[config.mk]
export PLATFORM = sky130hd
export DESIGN_NAME = sm4_round_ctrl
export DESIGN_NICKNAME = d
export VERILOG_FILES = /design/src/rtl/sm4_round_ctrl.sv
export SDC_FILE = /design/constraint.sdc
export NUM_CORES = 1
export LEC_CHECK = 0
export CORE_ASPECT_RATIO = 1.2
export CORE_MARGIN = 3
export CORE_UTILIZATION = 41
export CTS_BUF_LIST = sky130_fd_sc_hd__clkbuf_4 sky130_fd_sc_hd__clkbuf_8 sky130_fd_sc_hd__clkbuf_16
export DETAILED_ROUTE_END_ITERATION = 7
export GPL_ROUTABILITY_DRIVEN = 0
export PLACE_DENSITY = 0.8
export SKIP_LAST_GASP = 1
export SYNTH_ARGS = -nofsm -noshare
export SYNTH_HDL_FRONTEND = slang
export SYNTH_SLANG_ARGS = --single-unit
[constraint.sdc]
create_clock -name clk -period 2.6 [get_ports clk]
set_input_delay 0.78 -clock clk [delete_from_list [all_inputs] [get_ports clk]]
set_output_delay 0.78 -clock clk [all_outputs]
set_load 0.005 [all_outputs]
[src/rtl/sm4_round_ctrl.sv]
// sm4_round_ctrl
// Sequencing controller for an iterative SM4 core.
//   - Accepts a master-key load request, latches the key and pulses cfg
//     towards key expansion, then waits for key_ready to go low and then
//     high again. Only after that are the round keys considered valid.
//   - Accepts data-block requests while keys are valid and steps one
//     iterative round engine through ROUND_NUM rounds of ROUND_DELAY
//     cycles each, producing the round-key read address (ascending for
//     encrypt, descending for decrypt).
//   - Downstream back-pressure (out_stall) is forwarded as stall and
//     freezes the round sequencing while a block is running.
// Ports:
//   clk, rst_n              clock (rising edge), async active-low reset
//   key_req/key_mk/key_ack  master-key load handshake (key_mk = {MK0..MK3})
//   cfg, cfg_mk0..cfg_mk3   key-expansion start pulse and latched key words
//   key_ready               all round keys written (from key expansion)
//   keys_valid              round keys usable (READY or RUN)
//   blk_valid/blk_mode/blk_ready  block request handshake, mode 1 = decrypt
//   out_stall, stall        downstream hold in, forwarded hold out
//   rnd_start, rnd_step     first cycle of round 0, last cycle of a round
//   rk_addr                 round-key address for the current round
//   blk_done                one-cycle pulse after the last round
//   busy                    controller is configuring keys or running a block
module sm4_round_ctrl #(
  parameter int ROUND_NUM   = 32,
  parameter int ROUND_DELAY = 4,
  parameter int WORD_WIDTH  = 32,
  parameter int ADDR_WIDTH  = 5
) (
  input  logic                    clk,
  input  logic                    rst_n,
  input  logic                    key_req,
  input  logic [4*WORD_WIDTH-1:0] key_mk,
  output logic                    key_ack,
  output logic                    cfg,
  output logic [WORD_WIDTH-1:0]   cfg_mk0,
  output logic [WORD_WIDTH-1:0]   cfg_mk1,
  output logic [WORD_WIDTH-1:0]   cfg_mk2,
  output logic [WORD_WIDTH-1:0]   cfg_mk3,
  input  logic                    key_ready,
  output logic                    keys_valid,
  input  logic                    blk_valid,
  input  logic                    blk_mode,
  output logic                    blk_ready,
  input  logic                    out_stall,
  output logic                    stall,
  output logic                    rnd_start,
  output logic                    rnd_step,
  output logic [ADDR_WIDTH-1:0]   rk_addr,
  output logic                    blk_done,
  output logic                    busy
);

  localparam int DLY_W = (ROUND_DELAY > 1) ? $clog2(ROUND_DELAY) : 1;
  localparam logic [DLY_W-1:0]      DLY_LAST = DLY_W'(ROUND_DELAY - 1);
  localparam logic [ADDR_WIDTH-1:0] RND_LAST = ADDR_WIDTH'(ROUND_NUM - 1);

  typedef enum logic [2:0] {
    S_IDLE,
    S_CFG,
    S_WAIT_LO,
    S_WAIT_HI,
    S_READY,
    S_RUN
  } state_t;

  state_t                  state_reg;
  state_t                  state_next;
  logic                    decrypt_reg;
  logic [ADDR_WIDTH-1:0]   rnd_cnt_reg;
  logic [DLY_W-1:0]        dly_cnt_reg;
  logic [ADDR_WIDTH-1:0]   rk_addr_reg;
  logic                    rnd_start_reg;
  logic                    blk_done_reg;
  logic [WORD_WIDTH-1:0]   mk_reg [4];

  logic load_key;
  logic blk_accept;
  logic last_round;

  // A key request is only served from IDLE or READY; during RUN it simply
  // stays pending until the block finishes.
  assign load_key   = ((state_reg == S_IDLE) || (state_reg == S_READY)) && key_req;
  assign blk_ready  = (state_reg == S_READY) && !key_req;
  assign blk_accept = blk_ready && blk_valid;
  assign rnd_step   = (state_reg == S_RUN) && !out_stall && (dly_cnt_reg == DLY_LAST);
  assign last_round = (rnd_cnt_reg == RND_LAST);

  assign key_ack    = (state_reg == S_CFG);
  assign cfg        = (state_reg == S_CFG);
  assign keys_valid = (state_reg == S_READY) || (state_reg == S_RUN);
  assign busy       = (state_reg != S_IDLE) && (state_reg != S_READY);
  assign stall      = out_stall;
  assign rnd_start  = rnd_start_reg;
  assign blk_done   = blk_done_reg;
  assign rk_addr    = rk_addr_reg;
  assign cfg_mk0    = mk_reg[0];
  assign cfg_mk1    = mk_reg[1];
  assign cfg_mk2    = mk_reg[2];
  assign cfg_mk3    = mk_reg[3];

  always_ff @(posedge clk or negedge rst_n) begin
    if (!rst_n) begin
      state_reg <= S_IDLE;
    end else begin
      state_reg <= state_next;
    end
  end

  always_comb begin
    state_next = state_reg;
    case (state_reg)
      S_IDLE: begin
        if (key_req) state_next = S_CFG;
      end
      S_CFG: begin
        state_next = S_WAIT_LO;
      end
      S_WAIT_LO: begin
        // key_ready may still be high from the previous key; it must be
        // seen low once before a high level means the new keys are in.
        if (!key_ready) state_next = S_WAIT_HI;
      end
      S_WAIT_HI: begin
        if (key_ready) state_next = S_READY;
      end
      S_READY: begin
        if (key_req) begin
          state_next = S_CFG;
        end else if (blk_valid) begin
          state_next = S_RUN;
        end else if (!key_ready) begin
          state_next = S_IDLE;
        end
      end
      S_RUN: begin
        if (rnd_step && last_round) state_next = S_READY;
      end
      default: begin
        state_next = S_IDLE;
      end
    endcase
  end

  // Key words: MK0 sits in the most significant word of key_mk.
  always_ff @(posedge clk or negedge rst_n) begin
    if (!rst_n) begin
      for (int i = 0; i < 4; i++) mk_reg[i] <= '0;
    end else if (load_key) begin
      for (int i = 0; i < 4; i++) mk_reg[i] <= key_mk[(4-i)*WORD_WIDTH-1 -: WORD_WIDTH];
    end
  end

  // Round sequencing. Everything here is frozen while out_stall is high
  // inside RUN, which shifts all later events by one cycle per stall.
  always_ff @(posedge clk or negedge rst_n) begin
    if (!rst_n) begin
      decrypt_reg   <= 1'b0;
      rnd_cnt_reg   <= '0;
      dly_cnt_reg   <= '0;
      rk_addr_reg   <= '0;
      rnd_start_reg <= 1'b0;
      blk_done_reg  <= 1'b0;
    end else begin
      rnd_start_reg <= blk_accept;
      blk_done_reg  <= rnd_step && last_round;
      if (blk_accept) begin
        decrypt_reg <= blk_mode;
        rnd_cnt_reg <= '0;
        dly_cnt_reg <= '0;
        rk_addr_reg <= blk_mode ? RND_LAST : '0;
      end else if ((state_reg == S_RUN) && !out_stall) begin
        if (rnd_step) begin
          dly_cnt_reg <= '0;
          // The address is left on the last key after the final round.
          if (!last_round) begin
            rnd_cnt_reg <= rnd_cnt_reg + 1'b1;
            rk_addr_reg <= decrypt_reg ? (rk_addr_reg - 1'b1) : (rk_addr_reg + 1'b1);
          end
        end else begin
          dly_cnt_reg <= dly_cnt_reg + 1'b1;
        end
      end
    end
  end

endmodule

==> impl_metrics.yaml, run 1 <==
outcome:
  status: "finished, final reports clean"
job:
  maxCapViolations: 0
cells_and_area:
  area_growth_pct: 59.5
  final_common_cell: "clkdlybuf4s50_1"
  utilization_pct: 67.9
  nets: 823
  final_area_mm2: 0.00950
  n_antenna_cell: 0
  instances_no_fill: 862
  drive_gt1_share_pct: 10.9
  final_cell_mix: "clkdlybuf4s50_1, dfrtp_1, mux2_1, buf_4, clkbuf_16"
clock_network:
  cts-root-buf: "clkbuf_16"
  cts_buffers: 17
  h-tree-depth: 4
  cts_tree: "yes"
  cts_sinks: 146
  clk_latency_ps: 410
  cts_hold_buf: 0
  cts_buffer_depth: 2
  clkTransAtPathRegs_ps: 50
floorplanning:
  core_region_area_mm2: 0.0140
  die_width_um: 116
  fp.dieArea_mm2: 0.0160
  io_pins: 277
  row_count: 47
  die_y_um: 138
  start_util_pct: 42.6
routing:
  wl_per_cell_um: 18.0
  first_iter_violations: 147
  vias: 4260
  dr.pass1.iters: 4
  wirelength_um: 15500
  drtAntennaViolNets: 0
  drc_errors: 0
  vias_per_cell: 4.94
sta:
  worst_slack_ps: 72.7
  fin_crit_ps: 2530
  hold_viol: 0
  max_freq_mhz: 396
  max_slew_margin_pct: 74.0
  tightestPinTransition_ps: 390
  rsz0062_at_grt: "no"
  worst_clock_skew_ps: 6.93
  slew_viol_final: 0
  tns_ps: 0
  fin_hold_ws_ps: 271
  period_share_pct: 97.2
  setup_viol: 0
global_route:
  antenna_found_initial: 0
  overflow: 0
  grt_start_max_net_pins: 68
  grt_pass1_wl_um: 24900
  grt_pass1_vias: 4801
  groute.usage.overall_pct: 19.9
hold_path:
  hold_path.class: "in2async"
critical_path:
  worst_setup_path_start_kind: "primary input"
  crit_type: "in2out"
  rr_startpoint: "rnd_cnt_reg[0]"
  crit-reg2reg-capture: "rk_addr[2]"
  worstPathArrival_ps: 1750
  endpoint_kind: "output port"
  rr_worst_depth: 7
  regToRegSetupSlack_ps: 370
  critPathMaxFanout: 2
  required_ps: 1820
place:
  dpl_cell_area_mm2: 0.00892
  pre_cts_ws_ps: -209
  io_buffers: 276
  placed_cells: 830
  hpwl_um: 12000
synth:
  syn_area_per_cell_um2: 15.4
  seq_area_frac_synth_pct: 61.3
  syn-num-nets: 528
  syn-cell-area_mm2: 0.00596
  synth_warnings: 0
  synth_ff_type: "dfrtp_1"
  synthCells: 386
  async_flop_share_pct: 100
  synth-edff-count: 0
  ys_seq_elements: 146
  synthDistinctLibCells: 44
pwr:
  switchingPower_mw: 2.92
  powerDensity_mw_per_mm2: 1130
  p_leak_nw: 4.09
  irDropWorstVdd_uv: 700
  combPwrFrac_pct: 41.2
  switching_share_pct: 27.3
  pwr-share-clk_pct: 21.5
  p_int_mw: 7.79
  p_seq_share_pct: 37.4
  power_mw: 10.7
==> worst max-delay path, stage by stage <==
cell and delay (ps):
clkdlybuf4s50_1 460, nor4b_4 240, dlygate4sd2_1 270
==> layer usage <==
metal | part of all wire [%] | up-vias | track usage [%]
li1 | - | 1947 | -
met1 | 35 | 2110 | 21.2
met2 | 55 | 172 | 36.2
met3 | 7.2 | 31 | 5.33
met4 | 2.7 | 0 | 8.49
met5 | 0 | - | 0
==> how the worst max path moves through the flow <==
stage,startpoint,endpoint,cells past startpoint
finish,key_req,blk_ready,3
global route,key_req,blk_ready,3
CTS,state_reg[1],key_ack,3
detailed placement,key_req,blk_ready,3
global placement,key_req,blk_ready,3
floorplan,rnd_cnt_reg[0],rk_addr[3],8
==> synth_stat cells (2+ instances only) <==
library cell	count	share of area (%)
buf_4	6	0.76
o21ai_0	2	0.17
mux2_1	121	23
buf_6	14	2.6
mux2_2	8	1.5
a21oi_1	6	0.50
a22o_1	2	0.29
nor2_1	12	0.76
ha_1	6	1.3
nand2_1	9	0.57
buf_2	2	0.17
xnor2_1	4	0.59
nor2b_1	3	0.32
inv_1	3	0.19
a21o_1	2	0.25
and3_1	3	0.32
and2_1	4	0.42
dfrtp_1	146	61
nand3_1	4	0.34
nor3_2	2	0.34
nor3_1	4	0.34
==> layout make-up <==
class                           count  area, µm²
Clock buffer                       24        509
Sequential cell                   146       3660
Fill cell                        1025       4490
Clock inverter                      5       52.6
Tap cell                          171        214
Multi-Input combinational cell    214       2080
Inverter                            4       15.0
Timing Repair Buffer              298       2980
==> cell families (layout without fill, tap and decap cells) <==
logic type      Yosys count  count (layout)  share of synthesized area (%)
xor+xnor                  4               4                          0.588
fa+ha+maj                 7               7                           1.60
buf+inv                  26             331                           3.82
compound gates           22              22                           2.77
simple gates             51              51                           5.32
mux                     130             130                           24.6
flops                   146             146                           61.3
==> power groups by stage <==
stage | Clock, mW | Sequential (mW) | Combinational, mW
floorplan | 0 | 4.01 | 1.57
global placement | 0 | 3.96 | 4.30
detailed placement | 0 | 4.05 | 4.44
CTS | 2.36 | 4.03 | 4.46
global route | 2.46 | 4.16 | 4.75
finish | 2.30 | 4.01 | 4.41
==> what timing repair did <==
| item | in CTS | in global routing |
|---|---|---|
| gates resized for setup | 5 | 1 |
| buffers inserted | 0 | 3 |
| setup endpoints to repair | 5 | 2 |
| pin swaps | 1 | 0 |
Power figures use the tool's default switching activity.
==> run 2, diff against run 1 <==
Clock period 2.6 ns to 2.66 ns, I/O delays scaled along.
==> impl_metrics.yaml, run 2 (synthesis gave the netlist of run 1 again) <==
outcome:
  status: "finished, final reports clean"
place:
  io_buffers: 276
  dpl_cell_area_mm2: 0.00890
  hpwl_um: 12000
sta:
  tns_ps: 0
  period_share_pct: 96.6
  max_freq_mhz: 389
  fin_hold_ws_ps: 281
  hold_viol: 0
  slew_viol_final: 0
  rsz0062_at_grt: "no"
  max_slew_margin_pct: 74.1
  worst_clock_skew_ps: 7.15
  tightestPinTransition_ps: 388
  setup_viol: 0
  fin_crit_ps: 2570
clock_network:
  clk_latency_ps: 410
  h-tree-depth: 4
  clkTransAtPathRegs_ps: 60
  cts_sinks: 146
  cts_buffer_depth: 2
  cts-root-buf: "clkbuf_16"
  cts_buffers: 17
  cts_tree: "yes"
cells_and_area:
  final_area_mm2: 0.00949
  area_growth_pct: 59.3
  utilization_pct: 67.8
  nets: 819
  n_antenna_cell: 0
  final_cell_mix: "clkdlybuf4s50_1, dfrtp_1, mux2_1, clkbuf_16, buf_4"
  drive_gt1_share_pct: 10.6
  final_common_cell: "clkdlybuf4s50_1"
global_route:
  overflow: 0
  grt_start_max_net_pins: 68
  grt_pass1_wl_um: 24000
  antenna_found_initial: 0
  grt_pass1_vias: 4696
  groute.usage.overall_pct: 19.4
critical_path:
  endpoint_kind: "output port"
  critPathMaxFanout: 2
  regToRegSetupSlack_ps: 410
  required_ps: 1860
  worst_setup_path_start_kind: "primary input"
  worstPathArrival_ps: 1770
  crit_type: "in2out"
routing:
  vias_per_cell: 4.88
  dr.pass1.iters: 4
  wl_per_cell_um: 17.8
  wirelength_um: 15300
  first_iter_violations: 169
  drc_errors: 0
  vias: 4200
  drtAntennaViolNets: 0
floorplanning:
  die_y_um: 138
  io_pins: 277
  core_region_area_mm2: 0.0140
  die_width_um: 116
  start_util_pct: 42.6
  row_count: 47
  fp.dieArea_mm2: 0.0160
pwr:
  irDropWorstVdd_uv: 615
  p_leak_nw: 4.09
  power_mw: 10.5
  powerDensity_mw_per_mm2: 1100
hold_path:
  hold_path.class: "in2async"
job:
  maxCapViolations: 0
## run 2: worst max-delay path, stage by stage
cell and delay, ps:
clkdlybuf4s50_1 460, nor4b_4 240, dlygate4sd2_1 270
## run 2: metrics by stage
stage / setup slack [ps] / cells
floorplan: 647 / 386
global placement: -167 / 828
detailed placement: -195 / 828
CTS: 29.5 / 861
global route: 4.92 / 861
finish: 90.8 / 861
## run 2: layout make-up
class | count | area, µm²
clock buffers | 21 | 468
clock inverters | 11 | 111
fillers | 1026 | 4510
inverters | 4 | 15.0
multi-input cells | 214 | 2080
flip-flops and latches | 146 | 3660
well taps | 171 | 214
repair buffers | 294 | 2950
## run 2: repair_timing
action | CTS | global route
endpoints found under the hold margin | 0 | 0
endpoints found under the setup margin | 3 | 2
gates cloned | 0 | 0
pin swaps | 1 | 0
resized for setup | 3 | 2
buffers inserted | 1 | 0
hold buffers | 0 | 0
## run 2: worst paths after layout
path | startpoint | end | cells past startpoint
worst max-delay path | key_req | blk_ready | 3
worst min-delay path | rst_n | cfg_mk0[6] | 1
worst max register to register | rnd_cnt_reg[0] | rk_addr[3] | 7
worst min register to register | cfg_mk1[17] | cfg_mk1[17] | 1
max in group asynchronous | rst_n | state_reg[1] | 2
min in group clk | cfg_mk1[17] | cfg_mk1[17] | 1
## run 2: per-layer routing
layer  global-route usage [%]  up-vias  wire length (µm)
met5                        0        -                 0
met4                     8.49        0               377
met3                     5.77       30              1130
met2                     35.7      175              8460
met1                     19.8     2061              5370
li1                         -     1934                 -
## run 2: power breakdown
group	switching, mW	internal, mW	total [mW]
clock	0.868	1.44	2.31
sequential	0.608	3.31	3.91
combinational	1.40	2.87	4.26
total	2.87	7.61	10.5
==> run 3, diff against run 2 <==
Clock period 2.66 ns to 2.8 ns, I/O delays scaled along.
==> impl_metrics.yaml, run 3 (synthesis gave the netlist of run 1 again) <==
routing:
  vias_per_cell: 4.89
  first_iter_violations: 161
  wl_per_cell_um: 17.5
  drc_errors: 0
  vias: 4158
  wirelength_um: 14900
  dr.pass1.iters: 4
  drtAntennaViolNets: 0
global_route:
  overflow: 0
  grt_pass1_wl_um: 24000
  antenna_found_initial: 0
  groute.usage.overall_pct: 19.2
  grt_start_max_net_pins: 68
  grt_pass1_vias: 4543
floorplanning:
  fp.dieArea_mm2: 0.0160
  die_y_um: 138
  die_width_um: 116
  core_region_area_mm2: 0.0140
  start_util_pct: 42.6
  row_count: 47
  io_pins: 277
critical_path:
  crit-reg2reg-capture: "rk_addr[3]"
  regToRegSetupSlack_ps: 480
  crit_chain: "clkdlybuf4s50_1, nor4b_4, dlygate4sd2_1"
  rr_worst_depth: 7
  required_ps: 1960
  rr_startpoint: "rnd_cnt_reg[0]"
  crit_start: "key_req"
  critPathMaxFanout: 2
  slowest_delay_ps: 460
  worst_setup_path_start_kind: "primary input"
  crit_type: "in2out"
  worstPathArrival_ps: 1860
  slowest_stage: "clkdlybuf4s50_1"
  endpoint_kind: "output port"
  crit_path_end: "blk_ready"
sta:
  tightestPinTransition_ps: 420
  max_freq_mhz: 371
  fin_crit_ps: 2700
  hold_viol: 0
  setup_viol: 0
  fin_hold_ws_ps: 335
  worst_clock_skew_ps: 9.61
  rsz0062_at_grt: "no"
  slew_viol_final: 0
  max_slew_margin_pct: 72.0
  worst_slack_ps: 104
  period_share_pct: 96.3
pwr:
  power_mw: 9.89
  powerDensity_mw_per_mm2: 1050
  p_leak_nw: 4.03
  irDropWorstVdd_uv: 740
clock_network:
  cts_hold_buf: 0
  cts_sinks: 146
  h-tree-depth: 4
  cts-root-buf: "clkbuf_16"
  clk_latency_ps: 410
  cts_tree: "yes"
  cts_buffers: 17
  clkTransAtPathRegs_ps: 60
  cts_buffer_depth: 2
cells_and_area:
  area_growth_pct: 58.1
  utilization_pct: 67.3
  nets: 810
  final_cell_mix: "clkdlybuf4s50_1, dfrtp_1, mux2_1, clkbuf_16, nor2_1"
  final_common_cell: "clkdlybuf4s50_1"
  instances_no_fill: 851
  drive_gt1_share_pct: 9.12
  n_antenna_cell: 0
job:
  maxCapViolations: 0
place:
  pre_cts_ws_ps: -211
  placed_cells: 820
  io_buffers: 276
  hpwl_um: 11500
outcome:
  status: "finished, final reports clean"
hold_path:
  hold_path.class: "in2async"
[run 3: timing repair]
item / CTS / global route
pin swaps: 1 / 0
setup endpoints to repair: 3 / 2
buffers inserted: 0 / 0
resized for setup: 3 / 1
[run 3: layer usage]
layer / vias to the layer above / wire (µm) / GRT usage [%]
met1: 2031 / 5280 / 21.1
met5: - / 0 / 0
met4: 0 / 449 / 8.12
met3: 30 / 1170 / 5.90
li1: 1924 / - / -
met2: 173 / 7990 / 33.9
[run 3: where the power goes]
part | leakage (nW) | switching, mW | internal [mW]
logic | 1.99 | 1.30 | 2.67
clock network | 0.285 | 0.813 | 1.39
registers | 1.75 | 0.575 | 3.14
total | 4.03 | 2.68 | 7.21
[run 3: area by class of cell]
cell class              instances  area, µm²
clock buffers                  22        482
clock inverters                 9        106
fillers                      1042       4580
inverters                       4       15.0
multi-input cells             214       2080
flip-flops and latches        146       3650
well taps                     171        214
repair buffers                285       2870
[run 3: worst min-delay path by stage]
stage	start	end	cells past startpoint
2_1_floorplan	rnd_cnt_reg[4]	rnd_cnt_reg[4]	1
3_3_place_gp	cfg_mk0[19]	cfg_mk0[19]	1
3_5_place_dp	cfg_mk0[10]	cfg_mk0[10]	1
4_1_cts	rst_n	cfg_mk0[6]	1
5_1_grt	rst_n	cfg_mk0[6]	1
6_report	rst_n	cfg_mk0[11]	1
[run 3: through the flow]
stage,setup TNS [ps],area (µm²)
finish,0,9410
global route,0,9410
CTS,0,9410
detailed placement,-287,8830
global placement,-232,8830
floorplan,0,5960
[run 3: critical path: cells and delay by family]
family                 cells  cell delay, ps
buffers and inverters      2             750
and+or+nand+nor            1             270
